**config.mk**
```make
export PLATFORM = sky130hd
export DESIGN_NAME = pipeline_hazard_ctrl
export DESIGN_NICKNAME = d
export VERILOG_FILES = /design/src/rtl/pipeline_hazard_ctrl.sv
export SDC_FILE = /design/constraint.sdc
export NUM_CORES = 1
export LEC_CHECK = 0
export CAP_MARGIN = 30
export CORE_AREA = 10 10 79 81
export CTS_BUF_LIST = sky130_fd_sc_hd__clkbuf_16
export DETAILED_ROUTE_END_ITERATION = 8
export DIE_AREA = 0 0 89 91
export DONT_BUFFER_PORTS = 1
export GPL_TIMING_DRIVEN = 1
export PLACE_DENSITY_LB_ADDON = 0.25
export SYNTH_ARGS = -nofsm -noshare
export SYNTH_HDL_FRONTEND = slang
export SYNTH_SLANG_ARGS = --single-unit
export TNS_END_PERCENT = 5
```
**constraint.sdc**
```tcl
create_clock -name clk -period 4.05 [get_ports clk]
set_input_delay 0.81 -clock clk [delete_from_list [all_inputs] [get_ports clk]]
set_output_delay 0.81 -clock clk [all_outputs]
set_load 0.02 [all_outputs]
```
**src/rtl/pipeline_hazard_ctrl.sv**
```systemverilog
// Hazard and sequencing control for the 5-stage pipeline: load-use stalls, branch flushes,
// EX operand forwarding, a multi-cycle EX wait FSM with timeout, and saturating event counters.
module pipeline_hazard_ctrl #(
   parameter int CNT_W      = 16,
   parameter int MC_TIMEOUT = 64
) (
   input  logic             clk,
   input  logic             rst,
   input  logic [4:0]       Rs1D,
   input  logic [4:0]       Rs2D,
   input  logic [4:0]       Rs1E,
   input  logic [4:0]       Rs2E,
   input  logic [4:0]       RdE,
   input  logic [4:0]       RdM,
   input  logic [4:0]       RdW,
   input  logic             RegWriteM,
   input  logic             RegWriteW,
   input  logic [1:0]       ResultSrcE,
   input  logic             PCSrcE,
   input  logic             mc_start,
   input  logic             mc_done,
   input  logic             cnt_clr,
   output logic             StallF,
   output logic             StallD,
   output logic             StallE,
   output logic             FlushD,
   output logic             FlushE,
   output logic [1:0]       ForwardAE,
   output logic [1:0]       ForwardBE,
   output logic             mc_timeout,
   output logic [CNT_W-1:0] stall_cycles,
   output logic [CNT_W-1:0] flush_events
);

   localparam int TMR_W = (MC_TIMEOUT > 2) ? $clog2(MC_TIMEOUT) : 1;
   localparam logic [TMR_W-1:0] TMR_LAST = TMR_W'(MC_TIMEOUT - 1);

   typedef enum logic {RUN, MC_WAIT} state_t;

   state_t           state, state_nxt;
   logic [TMR_W-1:0] timer, timer_inc;
   logic             lw_stall;
   logic             timeout_set;

   function automatic logic [1:0] fwd_sel(input logic [4:0] rs, input logic [4:0] rdm,
                                          input logic wem, input logic [4:0] rdw,
                                          input logic wew);
      if (wem && rdm != 5'd0 && rdm == rs)
         return 2'b10;
      else if (wew && rdw != 5'd0 && rdw == rs)
         return 2'b01;
      else
         return 2'b00;
   endfunction

   function automatic logic [CNT_W-1:0] sat_inc(input logic [CNT_W-1:0] v);
      return (&v) ? v : v + CNT_W'(1);
   endfunction

   assign lw_stall  = (ResultSrcE == 2'b01) && (RdE != 5'd0) && (RdE == Rs1D || RdE == Rs2D);
   assign timer_inc = timer + TMR_W'(1);

   // All hazard outputs are held low while reset is asserted, independent of the clock.
   always_comb begin
      StallF      = 1'b0;
      StallD      = 1'b0;
      StallE      = 1'b0;
      FlushD      = 1'b0;
      FlushE      = 1'b0;
      ForwardAE   = 2'b00;
      ForwardBE   = 2'b00;
      state_nxt   = state;
      timeout_set = 1'b0;
      if (!rst) begin
         ForwardAE = fwd_sel(Rs1E, RdM, RegWriteM, RdW, RegWriteW);
         ForwardBE = fwd_sel(Rs2E, RdM, RegWriteM, RdW, RegWriteW);
         case (state)
            RUN: begin
               if (PCSrcE) begin
                  FlushD = 1'b1;
                  FlushE = 1'b1;
               end else if (lw_stall) begin
                  StallF = 1'b1;
                  StallD = 1'b1;
                  FlushE = 1'b1;
               end
               if (mc_start && !PCSrcE)
                  state_nxt = MC_WAIT;
            end
            MC_WAIT: begin
               StallF = !mc_done;
               StallD = !mc_done;
               StallE = !mc_done;
               if (mc_done) begin
                  state_nxt = RUN;
               end else if (timer_inc == TMR_LAST) begin
                  state_nxt   = RUN;
                  timeout_set = 1'b1;
               end
            end
            default: state_nxt = RUN;
         endcase
      end
   end

   always_ff @(posedge clk or posedge rst) begin
      if (rst) begin
         state        <= RUN;
         timer        <= '0;
         mc_timeout   <= 1'b0;
         stall_cycles <= '0;
         flush_events <= '0;
      end else begin
         state      <= state_nxt;
         mc_timeout <= timeout_set;
         timer      <= (state == MC_WAIT) ? timer_inc : '0;
         if (cnt_clr) begin
            stall_cycles <= '0;
            flush_events <= '0;
         end else begin
            if (StallF) stall_cycles <= sat_inc(stall_cycles);
            if (FlushE) flush_events <= sat_inc(flush_events);
         end
      end
   end

endmodule

```
# [Yosys cells after proc, flatten, opt, wreduce, memory -nomap -nowiden]
# Index checks and enable logic that the tools add are counted.
[op_classes] n_reduce_logical=21 bitwise=1 add_sub_neg=3 n_mux=33 n_eq_ne=10
[ops] op="two-way mux 16 bit" n=6
[ops] op="adder 16 x 1 -> 16 bit (second input constant)" n=2
[ops] op="AND reduction 16 bit" n=2
[ops] op="equality test 5 bit" n=6
[ops] op="two-way mux 1 bit" n=20
[ops] op="nonzero test 5 bit" n=3
[ops] op="logical AND 1 bit" n=9
[ops] op="two-way mux 2 bit" n=4
[ops] op="adder 6 x 1 -> 6 bit (second input constant)" n=1
[ops] op="equality test 6 bit (second input constant)" n=1
[ops] op="two-way mux 6 bit" n=1
[ops] op="!= test 2 bit (second input constant)" n=2
[ops] op="case mux 1 bit (2 select lines)" n=2
[ops] op="AND reduction 2 bit" n=2
[ops] op="nonzero test 2 bit" n=2
[ops] op="equality test 2 x 1 -> 1 bit (second input constant)" n=1
[ops] op="zero test 1 bit" n=2
[ops] op="logical OR 1 bit" n=1
[ops] op="NOT 1 bit" n=1
[word_totals] wordCells=73 output_inout_bits=42 register_bits=40 in_bits=45

# [Depth between registers and ports, before layout]
# Gate-level depths: netlist (run 1).
[depth] depth_word=9 depth_mapped=8 depth_no_buf=8

# [Worst setup path before layout (run 1)]
# No wires, ideal clock.
[synth_path] path_type="input port to output port" start="input port rst" end="output port ForwardAE[0]" path_buffers=0 path_stages=4 required_ps=3240 t_arrival_ps=3044 slack_ps=196 path_cell_list="inv_1 > o211ai_1 > or4_1 > nor4_1"
[synth_via] elab_chain_len=1
[synth_lines] item="from (decl)" line="8" text="input logic rst,"
[synth_lines] item="two-way mux 2 bit" line="74" text="if (!rst) begin"
[synth_lines] item="to (decl)" line="28" text="output logic [1:0] ForwardAE,"
# Every way passes these cells.

# [Worst setup path after layout (run 1)]
[layout_path] start="input port RdM[1]" end="output port ForwardAE[0]"
[layout_via] elab_chain_len=5 elab_cells_between_ends=6 cone_classes="1 x eq/ne; 2 x mux; 3 x reduce/logical"
[layout_lines] item="from (decl)" line="14" text="input logic [4:0] RdM,"
[layout_lines] item="nonzero test 5 bit" line="48" text="if (wem && rdm != 5'd0 && rdm == rs)"
[layout_lines] item="logical AND 1 bit" line="48"
[layout_lines] item="logical AND 1 bit (*)" line="48"
[layout_lines] item="two-way mux 2 bit (*)" line="48"
[layout_lines] item="two-way mux 2 bit (*)" line="74"
# Every way passes the cells marked *; elsewhere a longest branch is shown, timed or not.

==> summary.md, run 1 <==
| Metric | Value |
|---|---|
| DRT Pass-1 Iters | `4` |
| Status | `finished, final reports clean` |
| Critical Path, Cell by Cell | `or4_1 > o21ai_0 > nor3_1 > nor4_1 > buf_4` |
| Top Family by Delay on Critical Path | `simple AND/OR/NAND/NOR gates` |
| Overall Global Routing Usage | `0.153` |
| Cells after Synth | `275` |
| Syn-to-layout area delta | `7.76%` |
| Critical path type | `input port to primary output` |
| Sequential fraction of the synthesis area | `0.395` |
| Flop pwr share | `0.482` |
| Count leader, synth | `dfrtp_1` |
| Syn. warnings | `0` |
| Post-route ant nets | `0` |
| Worst r2r dst | `stall_cycles[14]` |
| WP data required | `3.24 ns` |
| Hold-fix buffers, CTS | `0` |
| Syn avg cell area | `approximately 9.2 um^2` |
| Post-cts resize count | `0` |
| Syn nets | `324` |
| Crit-path max FO | `4` |
| Vias per std cell | `slightly below 6` |
| Hold Vio Cnt, Final | `0` |
| CTS max path bufs | `2` |
| Worst-Skew Late Latency | `0.28 ns` |
| Critical Path Start | `RdM[1]` |
| Final worst-path cycle share | `0.777` |
| Peak supply drop | `0.000159 V` |
| Die W | `89 um` |
| Synth area leader | `dfrtp_1` |
| CP max-delay cell | `or4_1` |
| Largest cells by area after synthesis | `dfrtp_1, xor2_1, xnor2_1` |
| First-pass GRT wire length | `10000 um` |
| Top cells by count, synth | `dfrtp_1, xor2_1, nor2_1` |
| Initial core utilization | `0.543` |
| Core box area | `around 4700 um^2` |
| Reg2reg start | `state` |
| Worst setup path endpoint | `ForwardAE[0]` |
| IO buf count | `0` |
| Die footprint | `between 8000 and 9000 um^2` |
| Length in cells of the worst reg-to-reg path | `6` |
| Worst setup EP type | `primary output` |
| CP Buf/Inv Count | `1` |
| Switching power of the nets | `207 uW` |
| Initial antenna violation count | `0` |
| Fin Setup TNS | `0 ns` |
| Drc violations | `0` |
| Cts bufs inserted | `5` |
| Leak pwr | `roughly 0.0011 uW` |
| Routed wire length | `6110 um` |
| Final Skew | `just over 0.009 ns` |
| Slew headroom | `0.424` |
| Largest net degree at the start of global routing | `between 40 and 50` |
| Reg2reg setup slack | `about 1.7 ns` |
| CTS tree | `yes` |
| FMAX | `0.318 GHz` |
| Cell Rows | `25` |
| Combinational share of power | `0.091` |
| RSZ-0062 raised after global routing | `false` |
| Number of antenna cells inserted | `0` |
| Final Critical Period | `3.15 ns` |
| Routed via count | `between 1500 and 2000` |
| Final Max Slew Viols | `0` |
| Remaining Overflow, GRT | `0` |
| Main synth FF type | `dfrtp_1` |
| Clock-pin slew on the worst setup and hold paths | `roughly 0.06 ns` |
| Post-Syn Area | `around 2500 um^2` |
| Startpoint types | `input port` |
| Final Util | `0.586` |
| Initial detailed-routing violation count | `80` |
| Final setup fails | `0` |
| Power Density | `about 320 nW/um^2` |
| Layout net count | `327` |
| I/O pins | `87` |
| Tot Pwr | `slightly below 900 uW` |
| Hpwl dp | `4790 um` |
| Post-synth EDFFs | `0` |
| Worst hold path class | `flop to flop` |
| Post-route cell area | `about 2700 um^2` |
| Sw Ratio | `0.238` |
| Clk network pwr share | `0.427` |
| Clock sinks | `40` |
| H-tree depth | `2` |
| Yosys reg bits | `40` |
| DP Area | `between 2000 and 3000 um^2` |
| GPL Wtd Cong | `a little under 0.8` |
| Die Height | `91 um` |
| Pint | `~660 uW` |
| Max-cap viol count | `0` |
| Asr flop ratio synth | `1.00` |
| Worst-Margin Slew | `a little under 0.9 ns` |
| Post-synth top area share | `0.395` |
| Layout cells sized above 1 | `0.0791` |
| Vias in the first global route | `between 2000 and 2500` |
| Stages on the worst setup path | `5` |
| Synth cell types | `37` |
| CTS root buf | `clkbuf_16` |
| WL/cell | `roughly 18 um` |
| Post-CTS Setup Inserts | `0` |
| Worst path max stage delay | `approximately 0.53 ns` |
| Worst EP arrival | `~2.3 ns` |
## logic make-up (layout without fill, tap and decap cells)
family / count (synthesis) / count (layout) / synth area share
xor+xnor: 59 / 59 / 0.204
buf+inv: 16 / 19 / 0.0301
fa+ha+maj: 4 / 4 / 0.0198
compound gates: 18 / 18 / 0.0479
simple gates: 137 / 137 / 0.299
flops: 40 / 40 / 0.395
mux: 1 / 1 / 0.00395
## cells in the final DEF, fill, tap and decap left out
cell / synthesis / layout
a211oi_1: 1 / 1
a21oi_1: 7 / 7
a22oi_2: 1 / 1
and2_1: 5 / 5
and3_1: 12 / 12
and4_1: 2 / 2
buf_4: 2 / 6
clkbuf_16: 0 / 5
clkinv_2: 0 / 1
clkinvlp_4: 0 / 1
dfrtp_1: 40 / 40
ha_1: 4 / 4
inv_1: 6 / 6
mux2i_1: 1 / 1
nand2_1: 18 / 18
nand2_4: 1 / 1
nand3_1: 16 / 16
nand4_1: 10 / 10
nand4_2: 1 / 1
nand4b_1: 1 / 1
nor2_1: 35 / 35
nor2b_1: 5 / 5
nor3_1: 10 / 10
nor3_2: 2 / 2
nor3b_1: 1 / 1
nor4_1: 5 / 5
nor4_2: 2 / 2
nor4_4: 1 / 1
nor4b_1: 2 / 2
o211ai_1: 1 / 1
o21a_1: 1 / 1
o21ai_0: 6 / 6
o31ai_4: 1 / 1
or3_1: 4 / 4
or4_1: 4 / 4
xnor2_1: 23 / 23
xor2_1: 36 / 36
## registers in the layout, indices dropped and copies added, names as in the netlist
register / flops
mc_timeout: 1
state: 1
stall_cycles: 16
timer: 6
flush_events: 16
## worst min path at each step
stage	end	startpoint	slack, ns	cells after the start
finish	timer[0]	timer[0]	0.49	1
global route	timer[0]	timer[0]	0.52	1
CTS	timer[0]	timer[0]	0.49	1
detailed placement	timer[0]	timer[0]	0.48	1
global placement	timer[0]	timer[0]	0.47	1
floorplan	timer[0]	timer[0]	0.45	1
## stage by stage
step	worst slack (ns)	hold slack (ns)	std cells
after floorplan	0.196	0.451	275
after CTS	0.918	0.494	332
after global routing	0.784	0.523	332
final	0.903	0.487	332
after global placement	1.02	0.474	325
after detailed placement	0.912	0.484	325
## final cells by class
cell class / instances / area [um^2]
clock buffers: 5 / 125
clock inverters: 2 / 12.5
fillers: 413 / 1930
inverters: 6 / 22.5
multi-input cells: 219 / 1460
flip-flops and latches: 40 / 1000
well taps: 54 / 67.6
repair buffers: 6 / 45.0
## routing by layer
metal,wire length (um),GRT usage,up-vias,share of wire
met5,0,0,-,0
met4,50,0.0318,0,0.0082
met3,790,0.0831,6,0.13
met2,3160,0.276,74,0.52
met1,2110,0.149,925,0.35
li1,-,-,953,-
## power by group through the flow
stage | combinational, uW | sequential [uW] | clock (uW)
2_1_floorplan | 75.4 | 421 | 0
3_3_place_gp | 79.3 | 426 | 0
3_5_place_dp | 80.9 | 427 | 0
4_1_cts | 81.2 | 419 | 378
5_1_grt | 88.9 | 420 | 399
6_report | 79.1 | 419 | 371
No activity file was read; power rests on OpenSTA's default activity.
==> run 2, diff against run 1 <==
clock period = 2.95 ns   (was 4.05 ns; I/O delays follow)
==> run 2 against run 1 <==
Critical endpoint is now ForwardBE[0]; via count decreased by 0.15%; cell count increased by 0.30%; setup slack got worse by 0.60 ns; register-to-register slack got worse by 0.97 ns; sequential share of layout area decreased by 0.28 points; combinational power increased by 42%; sequential power increased by 37%; clock skew decreased by 0.0066 ns; core utilization increased by 0.46 points; cell area increased by 0.78%; critical path depth unchanged.
==> summary.md, run 2 (synthesis results as in run 1) <==
| Metric | Value |
|---|---|
| Power Density | `434 nW/um^2 (was 319 nW/um^2)` |
| Clock sinks | `40 (unchanged)` |
| Routed wire length | `5980 um (was 6110 um)` |
| Layout cells sized above 1 | `0.0789 (was 0.0791)` |
| Initial core utilization | `0.543 (unchanged)` |
| Crit-path max FO | `4 (unchanged)` |
| Status | `finished, final reports clean (unchanged)` |
| Post-cts resize count | `0 (unchanged)` |
| Post-route ant nets | `0 (unchanged)` |
| Final Max Slew Viols | `0 (unchanged)` |
| Die Height | `91 um (unchanged)` |
| Leak pwr | `0.00115 uW (was 0.00114 uW)` |
| Layout net count | `327 (unchanged)` |
| Hpwl dp | `4530 um (was 4790 um)` |
| Core box area | `4660 um^2 (unchanged)` |
| CTS tree | `yes (unchanged)` |
| CTS root buf | `clkbuf_16 (unchanged)` |
| CTS max path bufs | `2 (unchanged)` |
| Final Critical Period | `between 2 and 3 ns` |
| Die footprint | `8100 um^2 (unchanged)` |
| GPL Wtd Cong | `0.832 (was 0.775)` |
| Routed via count | `1955 (was 1958)` |
| Critical Path, Cell by Cell | `or4_1 > o21ai_0 > nor3_1 > nor4_1 > buf_4 (unchanged)` |
| Syn-to-layout area delta | `8.60% (was 7.76%)` |
| Initial antenna violation count | `0 (unchanged)` |
| Worst EP arrival | `2.05 ns (was 2.34 ns)` |
| Tot Pwr | `1190 uW (was 869 uW)` |
| Number of antenna cells inserted | `0 (unchanged)` |
| Clock-pin slew on the worst setup and hold paths | `0.06 ns (about the same)` |
| DRT Pass-1 Iters | `4 (unchanged)` |
| CP Buf/Inv Count | `1 (unchanged)` |
| WL/cell | `18.0 um (was 18.4 um)` |
| Largest net degree at the start of global routing | `41 (unchanged)` |
| Worst hold path class | `input port to async pin (was flop to flop)` |
| H-tree depth | `2 (unchanged)` |
| Critical path type | `input port to primary output (unchanged)` |
| Worst-Margin Slew | `0.670 ns (was 0.864 ns)` |
| WP data required | `2.36 ns (was 3.24 ns)` |
| Drc violations | `0 (unchanged)` |
| IO buf count | `0 (unchanged)` |
| Layout fillers | `417 (was 413)` |
| Max-cap viol count | `0 (unchanged)` |
| Hold-fix buffers, CTS | `0 (unchanged)` |
| RSZ-0062 raised after global routing | `false (unchanged)` |
| Die W | `89 um (unchanged)` |
| Vias per std cell | `5.87 (was 5.90)` |
| First-pass GRT wire length | `9710 um (was 10000 um)` |
| Overall Global Routing Usage | `0.146 (was 0.153)` |
| Vias in the first global route | `1951 (was 2047)` |
| Top Family by Delay on Critical Path | `simple AND/OR/NAND/NOR gates (unchanged)` |
| Cell Rows | `25 (unchanged)` |
| Final Skew | `0.00268 ns (was 0.00924 ns)` |
| Worst setup EP type | `primary output (unchanged)` |
| Worst path max stage delay | `0.52 ns (was 0.53 ns)` |
| Leading cell type in the layout, fill and taps excluded | `dfrtp_1 (unchanged)` |
| Slew headroom | `0.553 (was 0.424)` |
| Cts bufs inserted | `5 (unchanged)` |
| CP max-delay cell | `or4_1 (unchanged)` |
| Most frequent cells in the layout | `dfrtp_1, xor2_1, nor2_1, xnor2_1, nand2_1 (unchanged)` |
| Initial detailed-routing violation count | `71 (was 80)` |
| Peak supply drop | `0.000282 V (was 0.000159 V)` |
| FMAX | `about 0.38 GHz` |
| Final setup fails | `0 (unchanged)` |
| Largest regs | `flush_events: 16 flops, stall_cycles: 16 flops, timer: 6 flops (unchanged)` |
| Hold Vio Cnt, Final | `0 (unchanged)` |
| I/O pins | `87 (unchanged)` |
| Worst-Skew Late Latency | `0.28 ns (about the same)` |
| Post-CTS Setup Inserts | `0 (unchanged)` |
| Remaining Overflow, GRT | `0 (unchanged)` |
| Final worst-path cycle share | `0.896` |
| Startpoint types | `input port (unchanged)` |
| Final Util | `0.590 (was 0.586)` |
## run 2: changes by cell type in the layout (fill, tap and decap cells not counted), sizes merged
cell,delta
inv,+1
## run 2: worst paths after layout
kind                           from               end  slack (ns)  depth (start not counted)
setup / recovery             RdM[1]      ForwardBE[0]        0.31                          5
hold / removal                  rst   flush_events[8]        0.34                          2
setup reg to reg              state   stall_cycles[5]        0.73                          6
hold reg to reg            timer[0]          timer[0]        0.48                          1
max in group asynchronous       rst   stall_cycles[8]        2.25                          2
min in group clk            cnt_clr  flush_events[15]        0.37                          1
## run 2: power breakdown
part	total, uW	switching, uW	leakage (uW)	internal (uW)
Combinational	112	64.4	0.000521	47.4
Sequential	576	18.1	0.000556	558
Clock	504	200	0.0000738	304
Total	1190	283	0.00115	909
## run 2: cell type report
| class | count | area [um^2] | share of cell area |
|---|---|---|---|
| Inverter | 6 | 26.3 | 0.00955 |
| Clock inverter | 3 | 11.3 | 0.00409 |
| Multi-Input combinational cell | 219 | 1460 | 0.531 |
| Tap cell | 54 | 67.6 | 0.0246 |
| Sequential cell | 40 | 1000 | 0.364 |
| Timing Repair Buffer | 6 | 57.6 | 0.0209 |
| Clock buffer | 5 | 125 | 0.0455 |
## run 2: routing by layer
layer | vias up | part of all wire | global-route usage
met3 | 13 | 0.11 | 0.0599
met5 | - | 0 | 0
li1 | 951 | - | -
met2 | 71 | 0.48 | 0.237
met4 | 0 | 0.016 | 0.0464
met1 | 920 | 0.40 | 0.171
## run 2: through the flow
| step | worst slack, ns | cells | cell area [um^2] | hold slack, ns | setup TNS (ns) |
|---|---|---|---|---|---|
| after floorplan | -0.0116 | 275 | 2540 | 0.451 | -0.0116 |
| after global placement | 0.366 | 325 | 2610 | 0.475 | 0 |
| after detailed placement | 0.315 | 325 | 2610 | 0.479 | 0 |
| after CTS | 0.315 | 333 | 2750 | 0.363 | 0 |
| after global routing | 0.206 | 333 | 2750 | 0.360 | 0 |
| final | 0.306 | 333 | 2750 | 0.342 | 0 |
